File: src/rtl/mem_interface_if.sv
// Memory-side handshake bus of mem_interface: request/write-enable/address/data
// out towards memory, completion strobe and read data back.
interface mem_interface_if #(
  parameter int DATA_WIDTH = 32,
  parameter int ADDR_WIDTH = 9
);
  logic                  mem_req;
  logic                  mem_we;
  logic [ADDR_WIDTH-1:0] mem_addr;
  logic [DATA_WIDTH-1:0] mem_wdata;
  logic                  mem_ack;
  logic [DATA_WIDTH-1:0] mem_rdata;

  modport master (
    output mem_req, mem_we, mem_addr, mem_wdata,
    input  mem_ack, mem_rdata
  );

  modport slave (
    input  mem_req, mem_we, mem_addr, mem_wdata,
    output mem_ack, mem_rdata
  );
endinterface

File: src/rtl/mem_interface.sv
// CPU-side MAR/MDR pair with a request/acknowledge memory handshake.
// A read or write started from IDLE holds mem_req until mem_ack, or gives up
// with a one-cycle error pulse after TIMEOUT unacknowledged request cycles.
module mem_interface #(
  parameter int DATA_WIDTH = 32,
  parameter int ADDR_WIDTH = 9,
  parameter int TIMEOUT    = 15
) (
  input  logic                  clock,
  input  logic                  clear,
  input  logic [DATA_WIDTH-1:0] BusMuxOut,
  input  logic                  MARin,
  input  logic                  MDRin,
  input  logic                  MemRead,
  input  logic                  MemWrite,
  input  logic                  MDRout,
  mem_interface_if.master       mem,
  output logic [DATA_WIDTH-1:0] BusMuxIn_MDR,
  output logic                  busy,
  output logic                  done,
  output logic                  error
);

  typedef enum logic [1:0] {IDLE, REQ, DONE, ERR} state_t;

  // Counter value in the last permitted request cycle (counter starts at 0).
  localparam logic [7:0] LAST_WAIT = 8'(TIMEOUT - 1);

  state_t                state, state_n;
  logic [ADDR_WIDTH-1:0] mar;
  logic [DATA_WIDTH-1:0] mdr;
  logic                  we_q;
  logic [7:0]            wait_cnt;

  // State register
  always_ff @(posedge clock or negedge clear) begin
    if (!clear) state <= IDLE;
    else        state <= state_n;
  end

  // Next state and state-decoded outputs; ack wins over timeout in the last wait cycle
  always_comb begin
    state_n = state;
    busy    = 1'b0;
    done    = 1'b0;
    error   = 1'b0;
    unique case (state)
      IDLE: begin
        if (MemRead || MemWrite) state_n = REQ;
      end
      REQ: begin
        busy = 1'b1;
        if (mem.mem_ack)                state_n = DONE;
        else if (wait_cnt == LAST_WAIT) state_n = ERR;
      end
      DONE: begin
        done    = 1'b1;
        state_n = IDLE;
      end
      ERR: begin
        error   = 1'b1;
        state_n = IDLE;
      end
      default: state_n = IDLE;
    endcase
  end

  // MAR/MDR loads, read-data capture, direction latch and wait counter
  always_ff @(posedge clock or negedge clear) begin
    if (!clear) begin
      mar      <= '0;
      mdr      <= '0;
      we_q     <= 1'b0;
      wait_cnt <= '0;
    end else begin
      unique case (state)
        IDLE: begin
          if (MARin) mar <= BusMuxOut[ADDR_WIDTH-1:0];
          if (MDRin) mdr <= BusMuxOut;
          if (MemRead)       we_q <= 1'b0;
          else if (MemWrite) we_q <= 1'b1;
          wait_cnt <= '0;
        end
        REQ: begin
          if (mem.mem_ack) begin
            if (!we_q) mdr <= mem.mem_rdata;
          end else begin
            wait_cnt <= wait_cnt + 8'd1;
          end
        end
        default: ;
      endcase
    end
  end

  assign mem.mem_req   = busy;
  assign mem.mem_we    = we_q;
  assign mem.mem_addr  = mar;
  assign mem.mem_wdata = mdr;
  assign BusMuxIn_MDR  = mdr & {DATA_WIDTH{MDRout}};

endmodule

File: src/flat_wrapper.sv
// flat-port wrapper written by rule: the top's interface ports become plain ports
module mem_interface_flat 
#(
  parameter int DATA_WIDTH = 32,
  parameter int ADDR_WIDTH = 9,
  parameter int TIMEOUT    = 15
)
  (clock, clear, BusMuxOut, MARin, MDRin, MemRead, MemWrite, MDRout, BusMuxIn_MDR, busy, done, error, mem_mem_req, mem_mem_we, mem_mem_addr, mem_mem_wdata, mem_mem_ack, mem_mem_rdata);
  mem_interface_if #(.DATA_WIDTH(DATA_WIDTH), .ADDR_WIDTH(ADDR_WIDTH)) mem_i ();
  input  logic clock;
  input  logic clear;
  input  logic [DATA_WIDTH-1:0] BusMuxOut;
  input  logic MARin;
  input  logic MDRin;
  input  logic MemRead;
  input  logic MemWrite;
  input  logic MDRout;
  output logic [DATA_WIDTH-1:0] BusMuxIn_MDR;
  output logic busy;
  output logic done;
  output logic error;
  output wire logic [$bits(mem_i.mem_req)-1:0] mem_mem_req;
  output wire logic [$bits(mem_i.mem_we)-1:0] mem_mem_we;
  output wire logic [$bits(mem_i.mem_addr)-1:0] mem_mem_addr;
  output wire logic [$bits(mem_i.mem_wdata)-1:0] mem_mem_wdata;
  input wire logic [$bits(mem_i.mem_ack)-1:0] mem_mem_ack;
  input wire logic [$bits(mem_i.mem_rdata)-1:0] mem_mem_rdata;
  assign mem_mem_req = mem_i.mem_req;
  assign mem_mem_we = mem_i.mem_we;
  assign mem_mem_addr = mem_i.mem_addr;
  assign mem_mem_wdata = mem_i.mem_wdata;
  assign mem_i.mem_ack = mem_mem_ack;
  assign mem_i.mem_rdata = mem_mem_rdata;
  mem_interface #(.DATA_WIDTH(DATA_WIDTH), .ADDR_WIDTH(ADDR_WIDTH), .TIMEOUT(TIMEOUT)) u_core (.clock(clock), .clear(clear), .BusMuxOut(BusMuxOut), .MARin(MARin), .MDRin(MDRin), .MemRead(MemRead), .MemWrite(MemWrite), .MDRout(MDRout), .mem(mem_i), .BusMuxIn_MDR(BusMuxIn_MDR), .busy(busy), .done(done), .error(error));
endmodule
File: config.mk
export PLATFORM = sky130hd
export DESIGN_NAME = mem_interface_flat
export DESIGN_NICKNAME = d
export VERILOG_FILES = /design/src/rtl/mem_interface_if.sv /design/src/rtl/mem_interface.sv /design/src/flat_wrapper.sv
export SDC_FILE = /design/constraint.sdc
export NUM_CORES = 1
export LEC_CHECK = 0
export BUFFER_PORTS_ARGS = -buffer_cell sky130_fd_sc_hd__buf_2
export CORE_MARGIN = 4
export CORE_UTILIZATION = 40
export DETAILED_ROUTE_END_ITERATION = 10
export PLACE_DENSITY = 0.76
export SYNTH_ARGS = -nofsm -noshare
export SYNTH_HDL_FRONTEND = slang
export SYNTH_SLANG_ARGS = --single-unit
File: constraint.sdc
create_clock -name clock -period 1.61 [get_ports clock]
set_input_delay 0.322 -clock clock [delete_from_list [all_inputs] [get_ports clock]]
set_output_delay 0.322 -clock clock [all_outputs]
set_load 0.05 [all_outputs]
# Word level (Yosys, flattened, before mapping)
# Index checks and enable logic that the tools add are counted.
# totals
word_cells	42
ff_bits	52
# classes
n_addsub	1
reduce_logical	10
mux	15
n_eq_ne	10
bitwise_logic	1
# ops
op	count
two-way mux 32 bit	3
case mux 32 bit (2 select lines)	1
AND 32 bit	1
case mux 8 bit (2 select lines)	1
adder 8 x 1 -> 8 bit, second input constant	1
equality test 8 x 4 -> 1 bit, second input constant	1
two-way mux 8 bit	1
inequality test 2 bit, second input constant	4
AND reduction 2 bit	4
two-way mux 2 bit	3
case mux 2 bit (3 select lines)	1
two-way mux 1 bit	5
equality test 2 bit, second input constant	2
AND reduction 4 bit	1
nonzero test 2 bit	2
inequality test 3 x 2 -> 1 bit, second input constant	1
equality test 2 x 1 -> 1 bit, second input constant	1
zero test 2 bit	1
inequality test 2 x 1 -> 1 bit, second input constant	1
OR reduction 2 bit	1
logical OR 1 bit	1

# Logic depth before layout (Yosys ltp)
# depth
word_depth	4
ltp_mapped	5

# Worst setup path after synthesis
# Ideal clock, no wire load.
# synth_path
kind	register -> register
from	reg u_core.state[0]
to	reg u_core.mdr[23] (netlist: u_core.mem.mem_wdata[23])
n_path_buf	2
setup_slack_ns	-0.279
setup_time_ns	0.125
period_less_slack_ns	1.889
stages_incl_launch_ff	6
arrival_time_ns	1.764
t_required_ns	1.485
path_cell_list	dfrtp_1 nor2b_1 clkbuf_1 buf_2 mux2_1 mux2_2
# synth_between
elab_chain_cells	3
# synth_rtl
element	line	source
start: declaration	mem_interface.sv:29	state_t state, state_n;
start signal: assignment	mem_interface.sv:38	else state <= state_n;
equality test 2 x 1 -> 1 bit or zero test 2 bit (tied branches)	mem_interface.sv:76	unique case (state)
inequality test 2 bit (no source line) or nonzero test 2 bit (tied branches)	-	
AND reduction 4 bit (no source line)	-	
end signal: assignment	mem_interface.sv:79	if (MDRin) mdr <= BusMuxOut;
end signal: assignment	mem_interface.sv:86	if (!we_q) mdr <= mem.mem_rdata;
end: declaration	mem_interface.sv:31	logic [DATA_WIDTH-1:0] mdr;
# Several ways; a longest one is shown, not always the timed one.
# A chain may end at the register's enable or synchronous reset.

# Worst setup path after layout
# layout_path
from	reg u_core.state[1]
to	out mem_mem_req
# layout_between
elab_chain_cells	2
# layout_rtl
element	line	source
equality test 2 x 1 -> 1 bit	mem_interface.sv:47	unique case (state)
two-way mux 1 bit	mem_interface.sv:47	
end: declaration	flat_wrapper.sv:22	output wire logic [$bits(mem_i.mem_req)-1:0] mem_mem_req;
# Every way passes these cells.

==> flow_summary_export.csv <==
group,metric,value,unit
yosys,synth_area,2710,um2
outcome,violations,"negative setup slack",
cells_and_area,stdcell_count,460,
yosys,synthesis.nets,296,
yosys,postSynthCellCount,222,
clocking,cts-htree-levels,2,
yosys,synthTopCellsByArea,"dfrtp_1 (48%), mux2_2 (19%), mux2_1 (12%)",
die,io_pins,150,
sta,fin_crit,1.64,ns
yosys,synth_top_area_cell,"dfrtp_1",
outcome,status,"complete, but fails checks",
placed_design,place_congestion,0.770,
placed_design,place_area,3650,um2
min_path,hp-class,"input port to register",
placed_design,placed_cells_incl_taps,445,
sta,tightest_slew,0.443,ns
yosys,ys.flop_type,"dfrtp_1",
sta,slew-limit-headroom,70.5,%
grt,grt_pass1_wl,11400,um
sta,max_freq,610,MHz
placed_design,io_buffers,149,
worst_setup_path,critPathMaxFanout,26,
clocking,cts_tree,"done",
min_path,hold_path_depth,2,
die,dieArea,8160,um2
die,die_x,90.4,um
die,num_rows,29,
worst_setup_path,cp.required,1.29,ns
yosys,yosysSeqAreaShare,48.0,%
sta,hold_viol,0,
route,route.vias.total,2320,
worst_setup_path,max_stage_delay,0.46,ns
worst_setup_path,path_class,"register to output port",
yosys,synth.most_common_cell,"dfrtp_1",
route,drt_wl_total,7490,um
route,drtIter0Drc,41,
route,routed_via_density,5.04,
power_and_ir_drop,power.leakage,2.06,nW
worst_setup_path,critPathCaptureType,"output port",
clocking,cts-root-buf,"clkbuf_8",
sta,fin_crit_sh,102,%
route,drt_first_pass_iters,4,
yosys,synth.avg_cell_area,12.2,um2
power_and_ir_drop,ir_drop,1.38,mV
yosys,yosys_warnings,0,
worst_setup_path,crit_chain,"nor2b_4 > buf_12 > buf_6",
sta,worst_slack,-0.0288,ns
cells_and_area,final_area,4040,um2
flow_run,drv_cap,0,
cells_and_area,nets,456,
cells_and_area,area_delta_synth_final,49.0,%
yosys,yosys-top-cells-count,"dfrtp_1 (52), mux2_2 (45), and2_1 (34)",
power_and_ir_drop,pwr_density_cell,2490,nW/um2
worst_setup_path,slowest_stage,"dfrtp_2",
yosys,synthArstFlopShare,100,%
route,wl_per_cell,16.3,um
clocking,clk_pin_slew,0.09,ns
worst_setup_path,cp.arrival,1.32,ns
yosys,synth_top_area_share,48.0,%
placed_design,hpwlAfterDp,5170,um
sta,setup_viol,2,
die,chipHeight,90.4,um
grt,grt_usage,16.7,%
yosys,yosysUniqueCellTypes,33,
cells_and_area,num_antenna_cells,0,
die,coreArea,6460,um2
yosys,ys_ff_latch,52,
clocking,cts-buffers-inserted,5,
clocking,clk_latency,0.30,ns
grt,grt_pass1_vias,2413,
grt,grt_antenna_before_repair,0,
sta,rsz0062_at_grt,"true",
sta,skew,0.00684,ns
worst_setup_path,cp-start-kind,"register",
grt,grt_max_degree,53,
clocking,cts_sinks,52,
die,start_util,42.0,%
worst_setup_path,worst-r2r-cell-count,6,
grt,grt-ovfl-total,0,
yosys,synth_edf_count,0,
clocking,cts_max_path_buffers,2,
sta,slew_viol_final,0,
route,drt.antenna.violating_nets,0,
cells_and_area,drive_gt1_share,59.5,%
route,drc,0,
-- layout make-up --
type	instances	area, um2
multi-input cells	154	1480
clock buffers	6	72.6
well taps	77	96.3
flip-flops and latches	52	1310
fillers	524	2420
inverters	2	7.51
repair buffers	167	1040
clock inverters	2	35.0
-- report_power, final --
| part | internal (mW) | switching [mW] | leakage [nW] |
|---|---|---|---|
| Sequential | 1.91 | 0.433 | 0.623 |
| Combinational | 2.53 | 4.33 | 1.38 |
| Clock | 0.462 | 0.421 | 0.0552 |
-- timing repair --
| item | CTS | global route |
|---|---|---|
| gates resized for setup | 8 | 37 |
| endpoints found under the hold margin | 14 | 0 |
| hold buffers | 1 | 0 |
| gates cloned | 0 | 4 |
| setup endpoints to repair | 6 | 22 |
| pin swaps | 0 | 2 |
| buffers inserted | 0 | 2 |
-- layout by cell type, fill, tap and decap left out, drive strengths merged, types with 3 or more instances in the layout --
master	netlist	final
a21o	3	3
a21oi	5	5
and2	34	34
buf	9	163
clkbuf	5	9
dfrtp	52	52
mux2	73	73
nand2	4	4
o21ai	6	6
-- state kept, by name, summed over array words and instances (netlist names) --
| signal | count |
|---|---|
| u_core.mem.mem_addr | 9 |
| u_core.mem.mem_wdata | 32 |
| u_core.mem.mem_we | 1 |
| u_core.state | 2 |
| u_core.wait_cnt | 8 |
-- worst max-delay path, delay by kind of cell, from the launching register on --
kind                   cells  cell delay [ns]
buffers and inverters      2             0.37
DFF                        1             0.46
and+or+nand+nor            1             0.15
-- metal layers --
| metal | up-vias | routed length, um | part of all wire [%] | GRT usage [%] |
|---|---|---|---|---|
| met4 | 0 | 127 | 1.7 | 6.25 |
| met5 | - | 0 | 0 | 0 |
| li1 | 1096 | - | - | - |
| met1 | 1109 | 3070 | 41 | 18.4 |
| met3 | 13 | 601 | 8.0 | 4.92 |
| met2 | 102 | 3690 | 49 | 30.3 |
-- stage by stage --
stage | setup TNS (ns) | hold WS, ns | setup WS, ns | utilization, % | total power, mW
floorplan | -0.0101 | 0.0264 | -0.0101 | - | 6.98
global placement | 0 | 0.335 | 0.0191 | 56.6 | 8.34
detailed placement | -0.000682 | 0.339 | -0.000682 | 56.6 | 8.45
CTS | -0.0726 | 0.182 | -0.0365 | 58.7 | 9.40
global route | -0.973 | 0.197 | -0.0941 | 62.6 | 10.6
finish | -0.0571 | 0.196 | -0.0288 | 62.6 | 10.1
-- worst paths after layout --
path,slack [ns],endpoint,start
worst max-delay path,-0.03,mem_mem_req,u_core.state[1]
worst min-delay path,0.20,u_core.mem.mem_we,MemRead
worst max register to register,0.01,u_core.mem.mem_wdata[13],u_core.state[0]
worst min register to register,0.52,u_core.mem.mem_addr[8],u_core.mem.mem_addr[8]
max in group asynchronous,0.84,u_core.mem.mem_wdata[11],clear
min in group asynchronous,0.53,u_core.state[1],clear
-- kinds of logic after synthesis --
group	count (synthesis)	synth area share (%)
multiplexers	75	31.0
AND/OR/NAND/NOR	60	13.6
flip-flops	52	48.0
AO/OA/AOI/OAI	17	3.74
buffers and inverters	16	2.72
adder cells (fa/ha/maj)	2	0.922
No activity file was read; power rests on OpenSTA's default activity.
